===== src/rtl/seg_scan_ctrl.sv =====
//------------------------------------------------------------------------------
// Module   : seg_scan_ctrl
// Purpose  : Time-multiplexed scan controller for a common-cathode multi-digit
//            7-segment display. One digit is driven per scan slot, round-robin.
//            A packed BCD word is loaded through a valid/ready handshake. It is
//            staged and committed only at frame boundaries or while idle.
// Options  : SEG_SCAN_LZB_EN - when defined, leading zeros are blanked.
// Revision : 1.0 - initial release
//------------------------------------------------------------------------------
`default_nettype none

module seg_scan_ctrl #(
   parameter int DIGITS    = 4,
   parameter int SCAN_DIV  = 3000,
   parameter int BLANK_CYC = 16,
   parameter int CNT_W     = 24
) (
   input  logic                  hwclk,
   input  logic                  rst_n,
   input  logic                  enable,
   input  logic                  load_valid,
   output logic                  load_ready,
   input  logic [4*DIGITS-1:0]   load_bcd,
   input  logic [DIGITS-1:0]     load_dp,
   output logic [7:0]            seg_out,
   output logic [DIGITS-1:0]     dig_sel,
   output logic                  frame_done
);

   localparam int                 c_idx_w      = $clog2(DIGITS);
   localparam logic [CNT_W-1:0]   c_blank_last = CNT_W'(BLANK_CYC - 1);
   localparam logic [CNT_W-1:0]   c_slot_last  = CNT_W'(SCAN_DIV - 1);
   localparam logic [c_idx_w-1:0] c_idx_last   = c_idx_w'(DIGITS - 1);

   typedef enum logic [1:0] {
      S_IDLE  = 2'd0,
      S_BLANK = 2'd1,
      S_DRIVE = 2'd2
   } state_t;

   state_t               r_state;
   state_t               w_nx_state;
   logic [CNT_W-1:0]     r_cnt;
   logic [CNT_W-1:0]     w_nx_cnt;
   logic [c_idx_w-1:0]   r_idx;
   logic [c_idx_w-1:0]   w_nx_idx;
   logic                 w_boundary;

   logic [4*DIGITS-1:0]  r_disp_bcd;
   logic [DIGITS-1:0]    r_disp_dp;
   logic [4*DIGITS-1:0]  r_stage_bcd;
   logic [DIGITS-1:0]    r_stage_dp;
   logic                 r_pending;
   logic                 w_accept;
   logic                 w_commit;

   logic [DIGITS-1:0]    w_onehot;
   logic [3:0]           w_nib;
   logic                 w_dp;
   logic [DIGITS-1:0]    w_lz_mask;
   logic                 w_lz;
   logic [7:0]           w_nx_seg;
   logic [DIGITS-1:0]    w_nx_dig;

   // Nibble to a..g segment pattern; non-BCD codes show a dash.
   function automatic logic [6:0] seg_decode(input logic [3:0] nib);
      logic [6:0] seg;
      case (nib)
         4'd0:    seg = 7'h7E;
         4'd1:    seg = 7'h30;
         4'd2:    seg = 7'h6D;
         4'd3:    seg = 7'h79;
         4'd4:    seg = 7'h33;
         4'd5:    seg = 7'h5B;
         4'd6:    seg = 7'h5F;
         4'd7:    seg = 7'h70;
         4'd8:    seg = 7'h7F;
         4'd9:    seg = 7'h7B;
         default: seg = 7'h01;
      endcase
      return seg;
   endfunction

   // Scan state, slot counter and digit index register.
   always_ff @(posedge hwclk or negedge rst_n) begin
      if (!rst_n) begin
         r_state <= S_IDLE;
         r_cnt   <= '0;
         r_idx   <= '0;
      end else begin
         r_state <= w_nx_state;
         r_cnt   <= w_nx_cnt;
         r_idx   <= w_nx_idx;
      end
   end

   // Next scan state; the counter runs 0..SCAN_DIV-1 across BLANK then DRIVE.
   always_comb begin
      w_nx_state = r_state;
      w_nx_cnt   = r_cnt;
      w_nx_idx   = r_idx;
      w_boundary = 1'b0;
      case (r_state)
         S_IDLE: begin
            w_nx_cnt = '0;
            w_nx_idx = '0;
            if (enable) begin
               w_nx_state = S_BLANK;
            end
         end
         S_BLANK: begin
            if (!enable) begin
               w_nx_state = S_IDLE;
               w_nx_cnt   = '0;
               w_nx_idx   = '0;
            end else begin
               w_nx_cnt = r_cnt + CNT_W'(1);
               if (r_cnt == c_blank_last) begin
                  w_nx_state = S_DRIVE;
               end
            end
         end
         S_DRIVE: begin
            if (!enable) begin
               w_nx_state = S_IDLE;
               w_nx_cnt   = '0;
               w_nx_idx   = '0;
            end else if (r_cnt == c_slot_last) begin
               w_nx_state = S_BLANK;
               w_nx_cnt   = '0;
               if (r_idx == c_idx_last) begin
                  w_nx_idx   = '0;
                  w_boundary = 1'b1;
               end else begin
                  w_nx_idx = r_idx + c_idx_w'(1);
               end
            end else begin
               w_nx_cnt = r_cnt + CNT_W'(1);
            end
         end
         default: begin
            w_nx_state = S_IDLE;
            w_nx_cnt   = '0;
            w_nx_idx   = '0;
         end
      endcase
   end

`ifdef SEG_SCAN_LZB_EN
   // Leading-zero mask: a digit blanks when it and every digit above it is a dark zero.
   always_comb begin
      w_lz_mask             = '0;
      w_lz_mask[DIGITS-1]   = (r_disp_bcd[4*DIGITS-1 -: 4] == 4'd0) && !r_disp_dp[DIGITS-1];
      for (int i = DIGITS - 2; i >= 1; i--) begin
         w_lz_mask[i] = w_lz_mask[i+1] && (r_disp_bcd[4*i +: 4] == 4'd0) && !r_disp_dp[i];
      end
   end
`else
   // Without blanking every digit decodes normally.
   always_comb begin
      w_lz_mask = '0;
   end
`endif

   // Next-cycle digit select and segment pattern, computed from the next state.
   always_comb begin
      w_onehot = '0;
      w_nib    = 4'd0;
      w_dp     = 1'b0;
      w_nx_dig = '1;
      w_nx_seg = 8'h00;
      for (int i = 0; i < DIGITS; i++) begin
         if (c_idx_w'(i) == w_nx_idx) begin
            w_onehot[i] = 1'b1;
            w_nib       = r_disp_bcd[4*i +: 4];
            w_dp        = r_disp_dp[i];
         end
      end
      w_lz = |(w_lz_mask & w_onehot);
      if (w_nx_state == S_DRIVE) begin
         w_nx_dig = ~w_onehot;
         w_nx_seg = w_lz ? 8'h00 : {w_dp, seg_decode(w_nib)};
      end
   end

   // Registered display outputs and frame pulse.
   always_ff @(posedge hwclk or negedge rst_n) begin
      if (!rst_n) begin
         seg_out    <= 8'h00;
         dig_sel    <= '1;
         frame_done <= 1'b0;
      end else begin
         seg_out    <= w_nx_seg;
         dig_sel    <= w_nx_dig;
         frame_done <= w_boundary;
      end
   end

   // Ready is low exactly while a word is pending, so a staged word is never overwritten.
   assign w_accept = load_valid && load_ready;
   assign w_commit = r_pending && ((r_state == S_IDLE) || w_boundary);

   // Staging and display registers with the load handshake.
   always_ff @(posedge hwclk or negedge rst_n) begin
      if (!rst_n) begin
         r_disp_bcd  <= '0;
         r_disp_dp   <= '0;
         r_stage_bcd <= '0;
         r_stage_dp  <= '0;
         r_pending   <= 1'b0;
         load_ready  <= 1'b1;
      end else begin
         if (w_commit) begin
            r_disp_bcd <= r_stage_bcd;
            r_disp_dp  <= r_stage_dp;
         end
         if (w_accept) begin
            r_stage_bcd <= load_bcd;
            r_stage_dp  <= load_dp;
         end
         r_pending  <= w_accept || (r_pending && !w_commit);
         load_ready <= !(w_accept || (r_pending && !w_commit));
      end
   end

endmodule

`default_nettype wire


===== config.mk =====
export PLATFORM = sky130hd
export DESIGN_NAME = seg_scan_ctrl
export DESIGN_NICKNAME = d
export VERILOG_FILES = /design/src/rtl/seg_scan_ctrl.sv
export SDC_FILE = /design/constraint.sdc
export NUM_CORES = 1
export LEC_CHECK = 0
export ABC_AREA = 1
export BUFFER_PORTS_ARGS = -buffer_cell sky130_fd_sc_hd__buf_2
export CORE_MARGIN = 3
export CORE_UTILIZATION = 40
export DETAILED_ROUTE_END_ITERATION = 16
export SLEW_MARGIN = 0
export SYNTH_ARGS = -nofsm -noshare
export SYNTH_HDL_FRONTEND = slang
export SYNTH_SLANG_ARGS = --single-unit

===== constraint.sdc =====
create_clock -name hwclk -period 4.4 [get_ports hwclk]
set_input_delay 0 -clock hwclk [delete_from_list [all_inputs] [get_ports hwclk]]
set_output_delay 0 -clock hwclk [all_outputs]
set_load 0.01 [all_outputs]

Yosys cells after proc, flatten, opt, wreduce, memory -nomap -nowiden
Memory sizes are Yosys's and may differ from the RTL's.
Index checks and enable logic that the tools add are counted.
- reduce and logical (&&, ||, !) cells: 9
- mux-type cells: 33
- bitwise logic cells: 1
- add/sub/neg operators: 2
- equality and inequality tests: 9
- operator list (operator ; count):
    two-way mux 24 bit ; 3
    one-hot mux 24 bit (2 select lines) ; 1
    adder 24 x 1 -> 24 bit, second input constant ; 1
    equality test 24 x 12 -> 1 bit, second input constant ; 1
    equality test 24 x 4 -> 1 bit, second input constant ; 1
    two-way mux 4 bit ; 5
    two-way mux 2 bit ; 9
    two-way mux 1 bit ; 12
    two-way mux 8 bit ; 1
    equality test 2 bit, second input constant ; 3
    one-hot mux 2 bit (3 select lines) ; 1
    equality test 2 bit, first input constant ; 2
    logical NOT 2 bit ; 2
    NOT 4 bit ; 1
    one-hot mux 2 bit (2 select lines) ; 1
    logical AND 1 bit ; 3
    adder 2 x 1 -> 2 bit, second input constant ; 1
    equality test 1 x 2 -> 1 bit, first input constant ; 1
    equality test 2 x 1 -> 1 bit, second input constant ; 1
    logical NOT 1 bit ; 2
    logical OR 1 bit ; 2
- memory bits (read-only): 112
- flip-flop bits (word level): 83
- bits of input ports: 24
- output and inout bits: 14
- memories kept: 1
- memory list (name ; words ; bits a word ; rd ports ; clocked after memory_dff ; wr ports ; line ; RTL):
    (name not given) ; 16 ; 7 ; 1 ; 0 ; 0 ; 68 ; case (nib)

Longest topological paths before layout
Gate-level depths: netlist of run 1.
An unclocked memory read counts as a cell.
- depth after elaboration: 12
- mapped depth: 20
- gate-level depth less buffers: 20

Worst setup path after synthesis of run 1
Ideal clock, no wire load.
- path type: reg2reg
- start point: register r_cnt[0]
- end point: register seg_out[3]
- required time: 4.331 ns
- library setup time: 0.069 ns
- data arrival time: 2.321 ns
- slack: 2.010 ns
- clock period less this slack: 2.390 ns
- stages on the path, launching flop included: 19
- cell sequence: dfrtp_1 ha_1 nand2_1 inv_2 nand2_2 nor2_2 nand3_2 nand2_1 nand2_1 nand3_2 nand2_4 nor2_4 inv_1 o211ai_1 o21ai_0 ha_1 nor2_1 nor2_1 nor2_2
- word-level cells in the longest chain between the ends: 11
- RTL lines (element ; line ; RTL):
    start, declared ; 43 ; logic [CNT_W-1:0] r_cnt;
    start signal, assigned ; 92 ; r_cnt <= w_nx_cnt;
    equality test 24 x 12 -> 1 bit (*) ; 128 ; end else if (r_cnt == c_slot_last) begin
    two-way mux 2 bit (*) ; 128 ;
    two-way mux 2 bit (*) ; 124 ; if (!enable) begin
    one-hot mux 2 bit (2 select lines) (*) ; 103 ; case (r_state)
    via w_nx_idx[1] ; 46 ; logic [c_idx_w-1:0] w_nx_idx;
    logical NOT 2 bit ; 173 ; if (c_idx_w'(i) == w_nx_idx) begin
    two-way mux 4 bit (3 in series) ; 173 ;
    two-way mux 4 bit (*) ; 173 ;
    memory read (16 x 7 bit) (*) ; - ;
    two-way mux 8 bit (*) ; 180 ; if (w_nx_state == S_DRIVE) begin
    via w_nx_seg[3] ; 62 ; logic [7:0] w_nx_seg;
    end signal, assigned ; 193 ; seg_out <= w_nx_seg;
    end, declared ; 25 ; output logic [7:0] seg_out,
The timed path passes the listed nets; every way through them passes the cells marked *.
A chain may end at the register's enable or synchronous reset.

Worst setup path after layout of run 1
Ends and elaborated chain as after synthesis.

==> results.ini, run 1 <==
[pwr]
ir_drop_mv = 0.266
powerDensity_nw_per_um2 = 492
leakage_nw = 2.21

[final_layout]
regArea_um2 = 2080
layout_common_cells = 78 x dfrtp_1, 59 x nand2_1, 52 x nor2_1, 47 x inv_1, 36 x buf_2
fin_nets = 518
final_util = 0.502
multi_input_comb_area_um2 = 1710
final_layout_size_suffix_gt1_frac = 0.269
fill_cells = 893
fin_area_um2 = 4770
layout_commonest_cell = dfrtp_1
num_antenna_cells = 0
area_growth_pct = 18.7

[global_routing]
grt_pass1_vias = 2906
antenna_found_initial = 0
gr-total-overflow = 0
grt_max_degree = 84
grt_usage = 0.146
grt_first_pass_wirelength_mm = 13.3

[die]
core-area_um2 = 9500
die_area_um2 = 11300
rows = 35
die_w_um = 106
start_util = 0.423
ioPinCount = 38
die_height_um = 106

[critical_path]
startpoint_type = flip-flop
endpoint_kind = flip-flop
cp.arrival_ps = 3020
cp_max_fo = 10
crit_slowest_cell = dfrtp_1
path_common_cell = nand2_1
worstSetupPathType = flip-flop to flip-flop
cp_data_required_time_ps = 4700
critical_path.max_stage_delay_ps = 370
path_cells = ha_1 -> nand2_1 -> inv_2 -> nand2_2 -> nor2_2 -> nand3_2 -> nand2_1 -> nand2_1 -> nand3_2 -> nand2_4 -> nor2_4 -> inv_1 -> o211ai_1 -> o21ai_0 -> ha_1 -> nor2_1 -> nor2_1 -> nor2_2

[sta]
fin_setup_tns_ps = 0
max_freq_mhz = 367
fin_crit_sh = 0.619
hold_viol_final = 0
setup_violations = 0
slew_viol_final = 0
rsz0062_at_grt = false
fin_skew_ps = 10.9
period_needed_ps = 2720
worstMarginPinSlew_ps = 1030
max-slew-margin-rel = 0.311

[cts]
root_buffer = clkbuf_8
cts_htree_levels = 3
clock_path_buffers = 2
clk_latency_ps = 360
path_clk_slew_ps = 80
post_cts_buffers = 0
cts_tree = done
cts_resized = 0
cts_inserted_buffers = 9
cts.sink_count = 83

[synth]
yosys_register_bits = 83
synth_top_area_share = 0.486
ys_warn_count = 0
syn_avg_cell_area_um2 = 9.59
async_flop_share = 1.00
yosys.area.top_type = dfrtp_1
synth_edf_count = 0
synthCells = 419
synth-main-ff-cell = dfrtp_1
ys_seq_area_frac = 0.518
synth_area_um2 = 4020
syn-num-nets = 455
yosys-top-cells-area = dfrtp_1 49%, mux2_2 9.5%, nand2_1 5.5%, nor2_1 4.9%, inv_1 4.4%
synth.distinct_cells = 38

[routing]
wl_per_cell_um = 12.4
drtIter0Drc = 103
antenna_left = 0
vias = 2951
dr.pass1.iters = 4
drcViolationCount = 0
wl_mm = 7.66
via_per_inst = 4.79

[placement]
placed_cell_area_um2 = 4340
dpl.hpwl_mm = 5.38
gp_congestion = 0.847
port_buffers = 37

[flow_run]
maxCapViolations = 0

[run_status]
status = completed

[hold_path]
hold_class = input port to flip-flop

==> worst paths after layout <==
path,end,slack (ps),depth (start not counted),start
setup / recovery,seg_out[3]$_DFF_PN0_,1680,18,r_cnt[0]$_DFF_PN0_
hold reg to reg,r_cnt[0]$_DFF_PN0_,460,1,r_cnt[0]$_DFF_PN0_
hold / removal,frame_done$_DFF_PN0_,7,3,enable
setup reg to reg,seg_out[3]$_DFF_PN0_,1680,18,r_cnt[0]$_DFF_PN0_
min in group asynchronous,r_cnt[17]$_DFF_PN0_,310,2,rst_n
max in group asynchronous,r_idx[0]$_DFF_PN0_,3370,2,rst_n
==> report_power, final <==
| part | total, mW | leakage [nW] | internal (mW) | switching, mW |
|---|---|---|---|---|
| Combinational | 0.637 | 1.05 | 0.304 | 0.333 |
| Sequential | 1.09 | 1.04 | 0.974 | 0.119 |
| Clock | 0.619 | 0.113 | 0.328 | 0.291 |
| Total | 2.35 | 2.21 | 1.61 | 0.742 |
==> cell type report <==
cell class	instances	share of cell area
clock buffers	10	0.0267
clock inverters	6	0.0204
inverters	53	0.0417
multi-input cells	277	0.358
flip-flops and latches	83	0.436
well taps	129	0.0338
repair buffers	58	0.0834
==> metal layers <==
metal | global-route usage | routed length (µm)
met1 | 0.206 | 3830
met2 | 0.217 | 3430
met3 | 0.0401 | 269
met4 | 0.0453 | 128
met5 | 0 | 0
==> critical path, delay by kind of cell (launching register included) <==
family	cells	cell delay, ps
and+or+nand+nor	12	1220
adders and majority gates	2	540
AOI/OAI and AO/OA	2	380
DFF	1	370
buffers and inverters	2	130
==> registers in the layout, summed over array words and instances (netlist names) <==
| name | cells |
|---|---|
| dig_sel | 4 |
| frame_done | 1 |
| load_ready | 1 |
| r_cnt | 24 |
| r_disp_bcd | 16 |
| r_disp_dp | 4 |
| r_idx | 2 |
| r_pending | 1 |
| r_stage_bcd | 16 |
| r_stage_dp | 4 |
| r_state | 2 |
| seg_out | 8 |
==> cell usage after synthesis, drive strengths merged, types with 2 or more instances <==
cell type / n
dfrtp: 78
nand2: 71
nor2: 67
inv: 53
mux2: 34
nand3: 22
a21oi: 16
o21ai: 16
ha: 12
nor3: 9
nand4: 8
dfstp: 5
nor4: 5
buf: 4
or2: 3
xor2: 3
a31oi: 2
clkbuf: 2
nor3b: 2
==> timing repair <==
item / CTS / global route
endpoints found under the setup margin: 0 / 0
hold endpoints to repair: 98 / 0
hold buffers: 21 / 0
==> kinds of logic (layout without fill, tap and decap cells) <==
logic type,Yosys count,in the layout,synth area share
flops,83,83,0.518
fa+ha+maj,12,12,0.0373
xor+xnor,4,4,0.00872
mux,34,34,0.0952
simple gates,188,188,0.231
compound gates,39,39,0.0526
buf+inv,59,127,0.0573
==> through the flow <==
step	std cells	worst slack [ps]	power [mW]	hold WS (ps)
floorplan	419	2010	1.57	-296
global placement	579	1780	1.71	232
global route	616	1370	2.51	28.6
detailed placement	579	1690	1.73	237
CTS	616	1680	2.38	3.94
finish	616	1680	2.35	6.67
No activity file was read; power rests on OpenSTA's default activity.
==> inputs of run 2 (changes only) <==
==> constraint.sdc (replaced) <==
create_clock -name hwclk -period 2.45 [get_ports hwclk]
set_input_delay 0 -clock hwclk [delete_from_list [all_inputs] [get_ports hwclk]]
set_output_delay 0 -clock hwclk [all_outputs]
set_load 0.01 [all_outputs]
==> run 2 against run 1 <==
Combinational power rose by 100%. Total power rose by 83%. Register-to-register slack got worse by 1700 ps. Flip-flop and latch count did not move. Clock skew rose by 1.9 ps. Hold slack improved by 27 ps. Clock-buffer cell count fell by 1. Final cell count rose by 6.8%. Largest cell class unchanged.
==> results.ini, run 2 (same netlist as run 1, synthesis figures left out) <==
[critical_path]
startpoint_type = flip-flop
worstSetupPathType = flip-flop to flip-flop
rrSetupSlack_ps = 20
endpoint_kind = flip-flop
reg2reg_depth = 18
cp_data_required_time_ps = 2730
cp_max_fo = 5
regToRegEndpoint = seg_out[3]$_DFF_PN0_
crit_start = r_cnt[1]$_DFF_PN0_
r2r-start = r_cnt[1]$_DFF_PN0_
cp.arrival_ps = 2710

[final_layout]
num_antenna_cells = 0
fin_nets = 560
layout_commonest_cell = dfrtp_1
top_regs = r_cnt: 24 flops, r_disp_bcd: 16 flops, r_stage_bcd: 16 flops
layout_common_cells = 77 x dfrtp_1, 56 x nand2_1, 48 x nor2_1, 43 x inv_1, 42 x buf_4
final_layout_size_suffix_gt1_frac = 0.371
regArea_um2 = 2080
multi_input_comb_area_um2 = 1840
fin_area_um2 = 5210
fill_cells = 843
area_growth_pct = 29.7
largest_register_ffs = 24
top_register = r_cnt

[sta]
max-slew-margin-rel = 0.313
max_freq_mhz = 411
period_needed_ps = 2430
hold_viol_final = 0
setup_violations = 0
slew_viol_final = 0
fin_skew_ps = 12.8
worstMarginPinSlew_ps = 1030
rsz0062_at_grt = true
fin_crit_sh = 0.992
fin_setup_tns_ps = 0

[cts]
path_clk_slew_ps = 90
clk_latency_ps = 350
cts_inserted_buffers = 9
cts_tree = done
clock_path_buffers = 2
cts_htree_levels = 3
cts.sink_count = 83
root_buffer = clkbuf_8

[hold_path]
hold_class = input port to flip-flop
hold_path_end = frame_done$_DFF_PN0_
min_path_cells = 3
holdCritStartpoint = enable

[die]
rows = 35
die_area_um2 = 11300
die_height_um = 106
ioPinCount = 38
start_util = 0.423
core-area_um2 = 9500
die_w_um = 106

[flow_run]
maxCapViolations = 0

[routing]
wl_per_cell_um = 12.5
drcViolationCount = 0
vias = 3094
wl_mm = 8.21
drtIter0Drc = 91
antenna_left = 0
dr.pass1.iters = 4
via_per_inst = 4.70

[placement]
placed_cell_area_um2 = 4580
port_buffers = 37
gp_congestion = 0.869
dpl.hpwl_mm = 5.66

[global_routing]
grt_pass1_vias = 3103
antenna_found_initial = 0
grt_usage = 0.151
grt_first_pass_wirelength_mm = 13.8
gr-total-overflow = 0
grt_max_degree = 84

[pwr]
leakage_nw = 2.44
ir_drop_mv = 0.517
powerDensity_nw_per_um2 = 826

[run_status]
status = completed

[run 2: repair_timing]
action / in CTS / in global routing
endpoints found under the setup margin: 6 / 30
gates resized for setup: 3 / 34
hold buffers: 21 / 0
hold endpoints to repair: 98 / 0
pin swaps: 1 / 17
buffers inserted: 1 / 9
gates cloned: 0 / 0
[run 2: per-stage QoR]
stage	setup WS (ps)	utilization	instances	hold WS (ps)	total power [mW]
after floorplan	59.6	-	419	-296	2.81
after global placement	33.0	0.482	611	231	3.11
after detailed placement	-55.0	0.482	611	236	3.16
after CTS	17.9	0.528	649	6.51	4.28
after global routing	-119	0.549	658	37.9	4.60
final	19.6	0.549	658	33.8	4.30
[run 2: routing by layer]
layer  global-route usage  vias to the layer above  wire, µm
met1                0.199                     1469      3880
met5                    0                        -         0
met2                0.250                       43      4000
li1                     -                     1574         -
met4               0.0500                        0        94
met3               0.0298                        8       231
[run 2: how the worst max path moves through the flow]
stage | end | slack, ps | cells past startpoint
finish | seg_out[3]$_DFF_PN0_ | 20 | 18
global route | seg_out[1]$_DFF_PN0_ | -120 | 15
CTS | seg_out[3]$_DFF_PN0_ | 20 | 19
detailed placement | seg_out[1]$_DFF_PN0_ | -50 | 19
global placement | seg_out[3]$_DFF_PN0_ | 30 | 17
floorplan | seg_out[3]$_DFF_PN0_ | 60 | 18
[run 2: critical path: stages, from the launching register on]
cell and delay [ps]:
dfrtp_1 370, ha_2 190, nand2_2 60, inv_2 70, nand2_4 50, nor2_4 80
nand3_2 100, nand2_2 100, nand2_4 50, nand3_4 70, nand2_4 80, nor2_4 130
inv_2 50, o211ai_1 220, o21ai_2 130, ha_1 320, nor2_2 150, nor2_1 60
nor2_2 70
[run 2: area by class of cell]
type / count / share of cell area
tap: 129 / 0.0310
inverter: 53 / 0.0382
sequential: 83 / 0.400
multi-input combinational: 277 / 0.353
clock buffer: 9 / 0.0238
timing repair buffer: 100 / 0.138
clock inverter: 7 / 0.0170
[run 2: power by group]
part | switching (mW) | internal [mW] | total (mW)
logic | 0.665 | 0.639 | 1.30
clock network | 0.544 | 0.500 | 1.04
registers | 0.209 | 1.75 | 1.96
==> inputs of run 3 (changes only) <==
--- a/config.mk
+++ b/config.mk
@@ -10,6 +10,7 @@
 export CORE_MARGIN = 3
 export CORE_UTILIZATION = 40
 export DETAILED_ROUTE_END_ITERATION = 16
+export PLACE_DENSITY = 0.64
 export SLEW_MARGIN = 0
 export SYNTH_ARGS = -nofsm -noshare
 export SYNTH_HDL_FRONTEND = slang
==> run 3 against run 2 <==
Clock-buffer cell count did not move. Utilization rose by 0.053 points. Via count rose by 0.87%. Final cell count fell by 0.61%. Total power rose by 0.82%.
==> results.ini, run 3 (same netlist as run 1, synthesis figures left out) <==
[cts]
cts.sink_count = 83
clk_latency_ps = 360
clock_path_buffers = 2
cts_inserted_buffers = 9
path_clk_slew_ps = 100
cts_tree = done
root_buffer = clkbuf_8
cts_htree_levels = 3

[global_routing]
grt_usage = 0.153
gr-total-overflow = 0
grt_pass1_vias = 3072
grt_first_pass_wirelength_mm = 14.1
grt_max_degree = 84
antenna_found_initial = 0

[routing]
dr.pass1.iters = 4
wl_mm = 8.23
drcViolationCount = 0
dr_wl_met3_um = 282
vias = 3121
via_per_inst = 4.77
drtIter0Drc = 126
dr_wl_met2_mm = 3.82
antenna_left = 0
top_layer = met4
wl_per_cell_um = 12.6
wl_met1_mm = 3.96

[die]
ioPinCount = 38
die_height_um = 106
die_area_um2 = 11300
die_w_um = 106
core-area_um2 = 9500
start_util = 0.423
rows = 35

[critical_path]
worstSetupPathType = flip-flop to flip-flop
rrSetupSlack_ps = 20
regToRegEndpoint = seg_out[3]$_DFF_PN0_
cp_data_required_time_ps = 2760
reg2reg_depth = 17
cp.arrival_ps = 2730
startpoint_type = flip-flop
r2r-start = r_cnt[0]$_DFF_PN0_
endpoint_kind = flip-flop
cp_max_fo = 5

[placement]
dpl.hpwl_mm = 5.70
port_buffers = 37
gp_congestion = 0.832
dp.cells = 611

[sta]
max-slew-margin-rel = 0.319
rsz0062_at_grt = true
slew_viol_final = 0
hold_viol_final = 0
worstMarginPinSlew_ps = 1020
hold_ws_ps = 344
fin_skew_ps = 14.8
period_needed_ps = 2430
max_freq_mhz = 412
fin_crit_sh = 0.990
setup_violations = 0

[final_layout]
fin_nets = 556
final_layout_size_suffix_gt1_frac = 0.366
layout_commonest_cell = dfrtp_1
top_register = r_cnt
top_regs = r_cnt: 24 flops, r_disp_bcd: 16 flops, r_stage_bcd: 16 flops
largest_register_ffs = 24
layout_common_cells = 78 x dfrtp_1, 53 x nand2_1, 46 x nor2_1, 45 x inv_1
num_antenna_cells = 0
fin_cells = 654
area_growth_pct = 29.8

[run_status]
status = completed

[pwr]
leakage_nw = 2.43
powerDensity_nw_per_um2 = 832
ir_drop_mv = 0.617

[hold_path]
hold_class = input port to asynchronous set/reset pin

[flow_run]
maxCapViolations = 0

-- run 3: timing repair --
action                                  4_1_cts  5_1_grt
endpoints found under the setup margin        7       12
hold buffers                                 22        0
hold endpoints to repair                     99        0
gates resized for setup                       4       40
setup buffers                                 0        5
pin swaps                                     1        9
-- run 3: worst max-delay path, stage by stage (launching register included) --
cell and delay [ps]:
dfrtp_1 370, ha_2 190, nand2_2 60, inv_2 80
nand2_4 70, nor2_4 110, nand2_2 60, nor3_2 180
nand3_2 150, nand2_4 130, buf_4 140, o21ai_0 100
nand3_2 110, nand2_4 70, ha_1 330, nor2_4 120
nor2_2 50, nor2_2 60
-- run 3: per-layer routing --
layer,GRT usage,vias up
li1,-,1564
met1,0.218,1478
met2,0.230,64
met3,0.0249,15
met4,0.0703,0
met5,0,-
-- run 3: area by class of cell --
type / instances / area [µm²]
fillers: 838 / 4280
flip-flops and latches: 83 / 2080
multi-input cells: 277 / 1870
repair buffers: 96 / 702
inverters: 53 / 199
well taps: 129 / 161
clock buffers: 9 / 124
clock inverters: 7 / 78.8
-- run 3: worst max-delay path by stage --
stage                                     from  cells past startpoint                    to
after CTS                   r_cnt[0]$_DFF_PN0_                     19  seg_out[3]$_DFF_PN0_
after global placement      r_cnt[0]$_DFF_PN0_                     17  seg_out[3]$_DFF_PN0_
after detailed placement  r_state[1]$_DFF_PN0_                     14  seg_out[3]$_DFF_PN0_
after global routing        r_cnt[0]$_DFF_PN0_                     19  seg_out[6]$_DFF_PN0_
final                       r_cnt[0]$_DFF_PN0_                     17  seg_out[3]$_DFF_PN0_
after floorplan             r_cnt[0]$_DFF_PN0_                     18  seg_out[3]$_DFF_PN0_
-- run 3: metrics by stage --
step                TNS (ps)  power, mW  instance area, µm²  setup WS [ps]   util
finish                     0       4.34                5220           23.5  0.549
global route            -954       4.64                5220           -162  0.549
CTS                        0       4.21                5010           3.32  0.527
detailed placement      -357       3.17                4580           -103  0.482
global placement           0       3.12                4580           23.6  0.482
floorplan                  0       2.81                4020           59.6      -
-- run 3: report_power, final --
group | switching, mW | internal [mW] | leakage [nW]
combinational | 0.720 | 0.670 | 1.29
clock | 0.591 | 0.405 | 0.102
sequential | 0.206 | 1.75 | 1.04
total | 1.52 | 2.82 | 2.43
